### src/rtl/str2num_if.sv
`default_nettype none
// +----------------------------------------------------------------------+
// | str2num_if : byte-stream input and result bundle for str2num          |
// | Rev 1.0                                                               |
// +----------------------------------------------------------------------+
interface str2num_if #(
    parameter int DATA_WIDTH = 32
);
    logic [7:0]            rx_data;
    logic                  rx_valid;
    logic                  rx_ready;
    logic [DATA_WIDTH-1:0] num_out;
    logic                  num_valid;
    logic                  num_ovf;

    modport master (
        output rx_data, rx_valid,
        input  rx_ready, num_out, num_valid, num_ovf
    );

    modport slave (
        input  rx_data, rx_valid,
        output rx_ready, num_out, num_valid, num_ovf
    );
endinterface
`default_nettype wire

### src/rtl/str2num.sv
`default_nettype none
// +----------------------------------------------------------------------+
// | str2num : streaming ASCII-decimal to saturating unsigned binary       |
// | Rev 1.0                                                               |
// +----------------------------------------------------------------------+
module str2num #(
    parameter int DATA_WIDTH = 32
) (
    input  logic      clk,
    input  logic      rst_n,
    str2num_if.slave  bus
);
    typedef enum logic [1:0] {
        IDLE  = 2'd0,
        ACCUM = 2'd1,
        DONE  = 2'd2
    } state_t;

    state_t                  state;
    logic [DATA_WIDTH-1:0]   acc;
    logic                    ovf;
    logic [DATA_WIDTH-1:0]   num_out_r;
    logic                    num_valid_r;
    logic                    num_ovf_r;

    logic                    ready;
    logic                    accept;
    logic                    is_digit;
    logic                    is_blank;
    logic [3:0]              digit;
    logic [DATA_WIDTH+3:0]   acc_wide;
    logic [DATA_WIDTH+3:0]   acc_next;
    logic                    acc_too_big;

    assign ready    = (state != DONE);
    assign accept   = bus.rx_valid && ready;
    assign is_digit = (bus.rx_data >= 8'h30) && (bus.rx_data <= 8'h39);
    assign is_blank = (bus.rx_data == 8'hFF);
    // ASCII digits occupy 0x30-0x39, so the low nibble is the value
    assign digit    = bus.rx_data[3:0];

    assign acc_wide    = {4'b0000, acc};
    assign acc_next    = (acc_wide << 3) + (acc_wide << 1)
                       + {{DATA_WIDTH{1'b0}}, digit};
    assign acc_too_big = |acc_next[DATA_WIDTH+3:DATA_WIDTH];

    always_ff @(posedge clk or negedge rst_n) begin
        if (!rst_n) begin
            state       <= IDLE;
            acc         <= '0;
            ovf         <= 1'b0;
            num_out_r   <= '0;
            num_valid_r <= 1'b0;
            num_ovf_r   <= 1'b0;
        end else begin
            num_valid_r <= 1'b0;
            case (state)
                IDLE: begin
                    if (accept && is_digit) begin
                        acc   <= {{(DATA_WIDTH-4){1'b0}}, digit};
                        ovf   <= 1'b0;
                        state <= ACCUM;
                    end
                end
                ACCUM: begin
                    if (accept && !is_blank) begin
                        if (is_digit) begin
                            // Saturation is sticky for the rest of this number
                            if (ovf || acc_too_big) begin
                                acc <= '1;
                                ovf <= 1'b1;
                            end else begin
                                acc <= acc_next[DATA_WIDTH-1:0];
                            end
                        end else begin
                            num_out_r   <= acc;
                            num_ovf_r   <= ovf;
                            num_valid_r <= 1'b1;
                            state       <= DONE;
                        end
                    end
                end
                DONE: begin
                    state <= IDLE;
                end
                default: begin
                    state <= IDLE;
                end
            endcase
        end
    end

    assign bus.rx_ready  = ready;
    assign bus.num_out   = num_out_r;
    assign bus.num_valid = num_valid_r;
    assign bus.num_ovf   = num_ovf_r;
endmodule
`default_nettype wire

### src/flat_wrapper.sv
// flat-port wrapper written by rule: the top's interface ports become plain ports
module str2num_flat 
#(
    parameter int DATA_WIDTH = 32
)
  (clk, rst_n, bus_rx_data, bus_rx_valid, bus_rx_ready, bus_num_out, bus_num_valid, bus_num_ovf);
  str2num_if #(.DATA_WIDTH(DATA_WIDTH)) bus_i ();
  input  logic clk;
  input  logic rst_n;
  input wire logic [$bits(bus_i.rx_data)-1:0] bus_rx_data;
  input wire logic [$bits(bus_i.rx_valid)-1:0] bus_rx_valid;
  output wire logic [$bits(bus_i.rx_ready)-1:0] bus_rx_ready;
  output wire logic [$bits(bus_i.num_out)-1:0] bus_num_out;
  output wire logic [$bits(bus_i.num_valid)-1:0] bus_num_valid;
  output wire logic [$bits(bus_i.num_ovf)-1:0] bus_num_ovf;
  assign bus_i.rx_data = bus_rx_data;
  assign bus_i.rx_valid = bus_rx_valid;
  assign bus_rx_ready = bus_i.rx_ready;
  assign bus_num_out = bus_i.num_out;
  assign bus_num_valid = bus_i.num_valid;
  assign bus_num_ovf = bus_i.num_ovf;
  str2num #(.DATA_WIDTH(DATA_WIDTH)) u_core (.clk(clk), .rst_n(rst_n), .bus(bus_i));
endmodule
### config.mk
export PLATFORM = sky130hd
export DESIGN_NAME = str2num_flat
export DESIGN_NICKNAME = d
export VERILOG_FILES = /design/src/rtl/str2num_if.sv /design/src/rtl/str2num.sv /design/src/flat_wrapper.sv
export SDC_FILE = /design/constraint.sdc
export NUM_CORES = 1
export LEC_CHECK = 0
export ABC_AREA = 0
export BUFFER_PORTS_ARGS = -buffer_cell sky130_fd_sc_hd__buf_4
export CAP_MARGIN = 0
export CORE_MARGIN = 3
export CORE_UTILIZATION = 48
export DETAILED_ROUTE_END_ITERATION = 6
export PLACE_DENSITY = 0.67
export SETUP_SLACK_MARGIN = 0.2
export SLEW_MARGIN = 15
export SYNTH_ARGS = -nofsm -noshare
export SYNTH_HDL_FRONTEND = slang
export SYNTH_SLANG_ARGS = --single-unit
### constraint.sdc
create_clock -name clk -period 6.7 [get_ports clk]
set_clock_uncertainty 0.15 [all_clocks]
set_input_delay 0 -clock clk [delete_from_list [all_inputs] [get_ports clk]]
set_output_delay 0 -clock clk [all_outputs]
set_load 0.1 [all_outputs]
==> results.sh, run 1 <==
export IMPL_post_dp_hpwl_um=8980
export IMPL_crit_path_end_kind="flop"
export IMPL_dr_drc_count=0
export IMPL_holdCritPathClass="input pin to flop"
export IMPL_instances_no_fill=680
export IMPL_gpl_final_weighted_congestion=0.891
export IMPL_power_ir_vdd_worst_uv=219
export IMPL_grt_setup_unrepaired="false"
export IMPL_die_area_um2=11600
export IMPL_finalWirelength_um=12400
export IMPL_place_detailed_instances=657
export IMPL_wire_per_inst_um=18.2
export IMPL_synth_largest_area_cell="sky130_fd_sc_hd__dfrtp_1"
export IMPL_design_portCount=46
export IMPL_netlist_area_um2=4980
export IMPL_clock_sink_count=69
export IMPL_worstReg2RegStart="u_core.acc[0]"
export IMPL_htreeDepth=3
export IMPL_pre_cts_ws_ns=2.20
export IMPL_cts_buffers_inserted=9
export IMPL_postLayoutSetupSlackWorst_ns=2.50
export IMPL_die_height_um=108
export IMPL_synth_area_per_cell_um2=9.90
export IMPL_tightest_slew_ns=1.14
export IMPL_setup_violations_final=0
export IMPL_synth_area_leaders="sky130_fd_sc_hd__dfrtp_1, sky130_fd_sc_hd__ha_1, sky130_fd_sc_hd__mux2_2"
export IMPL_asyncSetResetFlopFracSynth_pct=100
export IMPL_synth_nets=579
export IMPL_postSynthRegisterBits=69
export IMPL_timing_critical_path_arrival_ns=4.30
export IMPL_postSynth_topFlopCell="sky130_fd_sc_hd__dfrtp_1"
export IMPL_floorplan_rows=36
export IMPL_critical_path_max_stage_delay_ns=0.69
export IMPL_fmax_ghz=0.238
export IMPL_critical_path_reg2reg_endpoint="u_core.acc[8]"
export IMPL_finish_utilization_pct=57.3
export IMPL_share_of_cells_above_drive_strength_1_pct=19.4
export IMPL_antennaDiodeCount=0
export IMPL_timing_hold_ws_ns=0.0400
export IMPL_grt_first_pass_wirelength_um=20500
export IMPL_via_count=4063
export IMPL_start_kind="flop"
export IMPL_vias_per_cell=5.98
export IMPL_final_area_um2=5680
export IMPL_post_synth_top_count_cell="sky130_fd_sc_hd__dfrtp_1"
export IMPL_grt_max_degree=70
export IMPL_worst_path_max_fanout=18
export IMPL_cts_root_buffer="sky130_fd_sc_hd__clkbuf_8"
export IMPL_postCtsSetupBuffers=0
export IMPL_antenna_violations_before_repair=0
export IMPL_core_area_um2=9910
export IMPL_status="finished clean"
export IMPL_final_net_count=618
export IMPL_insertion_delay_ns=0.37
export IMPL_cap_viol_max_count=0
export IMPL_number_of_instances_in_the_synthesized_netlist=503
export IMPL_initial_utilization_pct=50.3
export IMPL_synth_largest_type_area_fraction_pct=34.7
export IMPL_gr_total_overflow=0
export IMPL_cell_with_the_biggest_individual_delay_on_the_critical_path="sky130_fd_sc_hd__o41ai_1"
export IMPL_synthDistinctLibCells=54
export IMPL_hold_viol=0
export IMPL_drtPass1Iterations=4
export IMPL_period_share_pct=62.7
export IMPL_port_buffers=45
export IMPL_first_global_vias=4124
export IMPL_worstSetupEndpoint="u_core.acc[8]"
export IMPL_cts_path_max_buffers=2
export IMPL_post_dp_cell_area_um2=5390
export IMPL_final_period_minus_worst_setup_slack_ns=4.20
export IMPL_pwr_density_cell_nw_per_um2=282
export IMPL_synth_edf_count=0
export IMPL_postRouteAntennaNets=0
export IMPL_worst_endpoint_required_ns=6.79
export IMPL_p_leak_nw=2.85
export IMPL_reg2reg_slack_ns=2.50
export IMPL_critPathKind="flop to flop"
export IMPL_first_iter_violations=247
export IMPL_clk_transition_reported_paths_ns=0.07
export IMPL_critical_path_startpoint="u_core.acc[0]"
export IMPL_die_width_um=108
export IMPL_synth_seq_area_share_pct=34.7
export IMPL_cts_tree="built"
export IMPL_rr_worst_depth=10
export IMPL_drv_slew=0
export IMPL_setup_total_negative_slack_ns=0
export IMPL_synthTopCellsByCount="sky130_fd_sc_hd__dfrtp_1, sky130_fd_sc_hd__ha_1, sky130_fd_sc_hd__a21oi_1"
export IMPL_timing_critical_path_cells="fa_1 > ha_1 > a211oi_1 > o21a_1 > a211oi_1 > o41ai_1 > nor3_1 > a31o_2 > o31a_1 > a221o_1"
export IMPL_global_route_total_usage_across_every_layer_pct=22.6
export IMPL_max_slew_margin_rel_pct=24.2
export IMPL_total_power_mw=1.60
export IMPL_most_repeated_library_cell_on_the_critical_path="sky130_fd_sc_hd__a211oi_1"
export IMPL_areaGrowthSynthToFinish_pct=14.0
export IMPL_ys_warn_count=0
==> cell type report <==
type | count | area [µm²]
repair buffers | 53 | 415
flip-flops and latches | 69 | 1730
clock buffers | 9 | 124
well taps | 133 | 166
clock inverters | 7 | 90.1
inverters | 6 | 22.5
fillers | 913 | 4230
multi-input cells | 403 | 3130
==> critical path: cells and delay by family, from the launching register on <==
| kind | cells | cell delay (ns) |
|---|---|---|
| simple gates | 1 | 0.11 |
| fa+ha+maj | 2 | 0.82 |
| flops | 1 | 0.43 |
| compound gates | 7 | 2.58 |
==> how the worst min path moves through the flow <==
stage / from / end / slack (ns) / cells past startpoint
after floorplan: rst_n / u_core.acc[0] / -0.45 / 0
after global placement: rst_n / u_core.bus.num_out[18] / 0.01 / 1
after detailed placement: rst_n / u_core.bus.num_out[20] / 0.03 / 1
after CTS: bus_rx_data[4] / u_core.state[1] / 0.02 / 4
after global routing: bus_rx_data[4] / u_core.state[1] / 0.08 / 4
final: bus_rx_data[4] / u_core.state[1] / 0.04 / 4
==> state kept, by name, summed over array words and instances, names as in the netlist <==
| register | flops |
|---|---|
| u_core.bus.num_ovf | 1 |
| u_core.bus.num_out | 32 |
| u_core.ovf | 1 |
| u_core.state | 2 |
| u_core.bus.num_valid | 1 |
| u_core.acc | 32 |
==> layout by cell type, fill, tap and decap left out, types with 3 or more instances in the layout <==
master                          instances
sky130_fd_sc_hd__a211o_1                5
sky130_fd_sc_hd__o21a_1                 5
sky130_fd_sc_hd__a31oi_1               10
sky130_fd_sc_hd__dlygate4sd3_1          7
sky130_fd_sc_hd__mux2_2                33
sky130_fd_sc_hd__a211oi_1               6
sky130_fd_sc_hd__ha_1                  63
sky130_fd_sc_hd__and3_1                 3
sky130_fd_sc_hd__xor2_1                11
sky130_fd_sc_hd__a21o_1                13
sky130_fd_sc_hd__a41oi_1                3
sky130_fd_sc_hd__xnor2_1               16
sky130_fd_sc_hd__buf_4                 46
sky130_fd_sc_hd__inv_1                  6
sky130_fd_sc_hd__nand2b_1              11
sky130_fd_sc_hd__o211ai_1               3
sky130_fd_sc_hd__a221o_1               18
sky130_fd_sc_hd__nand4_1               10
sky130_fd_sc_hd__o21ai_0               33
sky130_fd_sc_hd__dfrtp_1               69
sky130_fd_sc_hd__o31ai_1                3
sky130_fd_sc_hd__nand3_1               10
sky130_fd_sc_hd__and2_1                 3
sky130_fd_sc_hd__or3_1                  4
sky130_fd_sc_hd__clkinv_2               3
sky130_fd_sc_hd__a21oi_1               36
sky130_fd_sc_hd__nor2_1                28
sky130_fd_sc_hd__nand2_1               31
sky130_fd_sc_hd__nor3_1                 9
sky130_fd_sc_hd__o21bai_1               3
sky130_fd_sc_hd__nor2b_1                3
sky130_fd_sc_hd__clkbuf_8               9
==> where the power goes <==
group	internal (mW)	leakage, nW	switching, mW	total [mW]
registers	0.467	0.931	0.0542	0.521
clock network	0.207	0.105	0.173	0.381
logic	0.235	1.81	0.466	0.701
total	0.909	2.85	0.694	1.60
==> what timing repair did <==
item,CTS,global route
endpoints found under the hold margin,75,0
hold buffers,7,0
gates resized for setup,0,0
==> metal layers <==
metal,share of wire [%],vias to the layer above,track usage [%]
met3,4.0,27,3.60
met2,47,89,36.4
met4,2.8,0,9.74
met1,47,1963,30.0
li1,-,1984,-
met5,0,-,0
==> cells by family (layout without fill, tap and decap cells) <==
group / count (synthesis) / count (layout) / synth area share [%]
multiplexers: 34 / 34 / 7.76
adder cells (fa/ha/maj): 65 / 65 / 16.6
XOR/XNOR: 27 / 27 / 4.75
buffers and inverters: 31 / 75 / 2.79
flip-flops: 69 / 69 / 34.7
AND/OR/NAND/NOR: 123 / 123 / 12.5
AO/OA/AOI/OAI: 154 / 154 / 20.9
Power figures use the tool's default switching activity.
==> run 2: changes to the inputs <==
--- a/config.mk
+++ b/config.mk
@@ -11,7 +11,7 @@
 export CORE_MARGIN = 3
 export CORE_UTILIZATION = 48
 export DETAILED_ROUTE_END_ITERATION = 6
-export PLACE_DENSITY = 0.67
+export PLACE_DENSITY = 0.69
 export SETUP_SLACK_MARGIN = 0.2
 export SLEW_MARGIN = 15
 export SYNTH_ARGS = -nofsm -noshare
==> constraint.sdc (replaced) <==
create_clock -name clk -period 3.4 [get_ports clk]
set_clock_uncertainty 0.15 [all_clocks]
set_input_delay 0 -clock clk [delete_from_list [all_inputs] [get_ports clk]]
set_output_delay 0 -clock clk [all_outputs]
set_load 0.1 [all_outputs]
==> run 2 against run 1 <==
Compared with the run above:
- the run now ends with setup timing left
- worst hold slack got worse by 0.019 ns
- worst setup slack got worse by 2.6 ns
- first-iteration DRC count increased by 8.9%
- sequential share of layout area decreased by 3.0 points
==> results.sh, run 2 (synthesized netlist as in run 1, its figures left out) <==
export IMPL_clock_sink_count=69
export IMPL_floorplan_rows=36
export IMPL_drtPass1Iterations=4
export IMPL_grt_max_degree=70
export IMPL_cts_buffers_inserted=9
export IMPL_failed_checks="setup timing"
export IMPL_antenna_violations_before_repair=0
export IMPL_status="complete, but fails checks"
export IMPL_pwr_density_cell_nw_per_um2=562
export IMPL_critical_path_max_stage_delay_ns=0.47
export IMPL_first_global_vias=4472
export IMPL_die_height_um=108
export IMPL_critPathTopFamily="compound AO/OA/AOI/OAI gates"
export IMPL_final_net_count=681
export IMPL_layout_commonest_cell="sky130_fd_sc_hd__buf_4"
export IMPL_insertion_delay_ns=0.36
export IMPL_cts_root_buffer="sky130_fd_sc_hd__clkbuf_8"
export IMPL_cell_with_the_biggest_individual_delay_on_the_critical_path="sky130_fd_sc_hd__fa_1"
export IMPL_use_met3_pct=4.26
export IMPL_initial_utilization_pct=50.3
export IMPL_finalWirelength_um=13100
export IMPL_final_period_minus_worst_setup_slack_ns=3.51
export IMPL_tightest_slew_ns=1.09
export IMPL_core_area_um2=9910
export IMPL_groute_layer_met2_usage_pct=40.2
export IMPL_first_iter_violations=269
export IMPL_postLayoutSetupSlackWorst_ns=-0.111
export IMPL_fmax_ghz=0.285
export IMPL_dr_drc_count=0
export IMPL_antennaDiodeCount=0
export IMPL_drv_slew=0
export IMPL_p_leak_nw=3.20
export IMPL_design_portCount=46
export IMPL_worst_path_max_fanout=9
export IMPL_holdCritPathClass="input pin to flop"
export IMPL_most_common_layout_cells="sky130_fd_sc_hd__buf_4, sky130_fd_sc_hd__dfrtp_1, sky130_fd_sc_hd__ha_1"
export IMPL_total_power_mw=3.54
export IMPL_port_buffers=45
export IMPL_timing_critical_path_cells="fa_1 > buf_4 > ha_4 > a211oi_2 > o21a_1 > a211oi_2 > o41ai_2 > nor3_1 > a31o_2 > o31a_1 > buf_6 > a221o_1"
export IMPL_setup_violations_final=28
export IMPL_worst_endpoint_required_ns=3.49
export IMPL_vias_per_cell=5.83
export IMPL_wire_per_inst_um=17.6
export IMPL_postRouteAntennaNets=0
export IMPL_cts_path_max_buffers=2
export IMPL_crit_path_end_kind="flop"
export IMPL_gpl_final_weighted_congestion=0.908
export IMPL_globalRoute_busiestLayer="met2"
export IMPL_critPathKind="flop to flop"
export IMPL_critical_path_buf_inv_count=2
export IMPL_via_count=4333
export IMPL_max_slew_margin_rel_pct=27.0
export IMPL_period_share_pct=103
export IMPL_die_area_um2=11600
export IMPL_gr_total_overflow=0
export IMPL_power_ir_vdd_worst_uv=418
export IMPL_htreeDepth=3
export IMPL_timing_critical_path_arrival_ns=3.60
export IMPL_global_route_total_usage_across_every_layer_pct=23.8
export IMPL_post_dp_hpwl_um=9410
export IMPL_share_of_cells_above_drive_strength_1_pct=30.2
export IMPL_setup_total_negative_slack_ns=-1.72
export IMPL_areaGrowthSynthToFinish_pct=26.5
export IMPL_grtUsageMet1_pct=30.1
export IMPL_grt_setup_unrepaired="true"
export IMPL_die_width_um=108
export IMPL_clk_transition_reported_paths_ns=0.08
export IMPL_most_repeated_library_cell_on_the_critical_path="sky130_fd_sc_hd__a211oi_2"
export IMPL_cts_tree="built"
export IMPL_cap_viol_max_count=0
export IMPL_start_kind="flop"
export IMPL_grt_first_pass_wirelength_um=21700
export IMPL_hold_viol=0
run 2: area by class of cell:
class                      instances  area (µm²)
fill                             847        3610
multi-input combinational        403        3260
sequential                        69        1730
timing repair buffer             116         915
tap                              133         166
clock buffer                       9         124
clock inverter                     7        90.1
inverter                           6        22.5
run 2: where the power goes:
part	switching (mW)	leakage (nW)	internal (mW)	total, mW
logic	1.06	2.16	0.725	1.79
registers	0.0896	0.931	0.921	1.01
clock network	0.333	0.105	0.409	0.741
total	1.49	3.20	2.05	3.54
run 2: final timing paths:
path	startpoint	to	slack, ns	cells after the start
setup / recovery	u_core.acc[0]	u_core.acc[16]	-0.11	12
hold / removal	bus_rx_data[4]	u_core.state[1]	0.02	4
setup reg to reg	u_core.acc[0]	u_core.acc[16]	-0.11	12
hold reg to reg	u_core.bus.num_out[18]	u_core.bus.num_out[18]	0.36	1
max in group asynchronous	rst_n	u_core.acc[0]	2.38	2
min in group asynchronous	rst_n	u_core.bus.num_out[23]	0.15	2
run 2: stage by stage:
| step | util, % | setup slack [ns] | area (µm²) | hold slack (ns) | cells |
|---|---|---|---|---|---|
| floorplan | - | -0.166 | 5010 | -0.446 | 503 |
| global placement | 58.4 | -0.0846 | 5790 | 0.0266 | 707 |
| detailed placement | 58.4 | -0.170 | 5790 | 0.0312 | 707 |
| CTS | 63.2 | -0.125 | 6260 | 0.00879 | 742 |
| global route | 63.6 | -0.240 | 6300 | 0.0397 | 743 |
| finish | 63.6 | -0.111 | 6300 | 0.0211 | 743 |
run 2: metal layers:
| layer | up-vias | wire (µm) |
|---|---|---|
| met4 | 0 | 308 |
| met3 | 26 | 393 |
| met1 | 2117 | 6000 |
| met5 | - | 0 |
| li1 | 2110 | - |
| met2 | 80 | 6350 |
run 2: what timing repair did:
item	CTS	global route
cloned	1	0
hold buffers	7	0
hold endpoints to repair	75	0
resized for setup	21	8
pin swaps	5	3
buffers inserted	11	1
setup endpoints to repair	33	33
run 2: worst reg2reg max path: stages (launching register included):
cell	delay (ns)
sky130_fd_sc_hd__dfrtp_1	0.40
sky130_fd_sc_hd__fa_1	0.48
sky130_fd_sc_hd__buf_4	0.16
sky130_fd_sc_hd__ha_4	0.23
sky130_fd_sc_hd__a211oi_2	0.21
sky130_fd_sc_hd__o21a_1	0.23
sky130_fd_sc_hd__a211oi_2	0.11
sky130_fd_sc_hd__o41ai_2	0.32
sky130_fd_sc_hd__nor3_1	0.11
sky130_fd_sc_hd__a31o_2	0.25
sky130_fd_sc_hd__o31a_1	0.32
sky130_fd_sc_hd__buf_6	0.16
sky130_fd_sc_hd__a221o_1	0.27
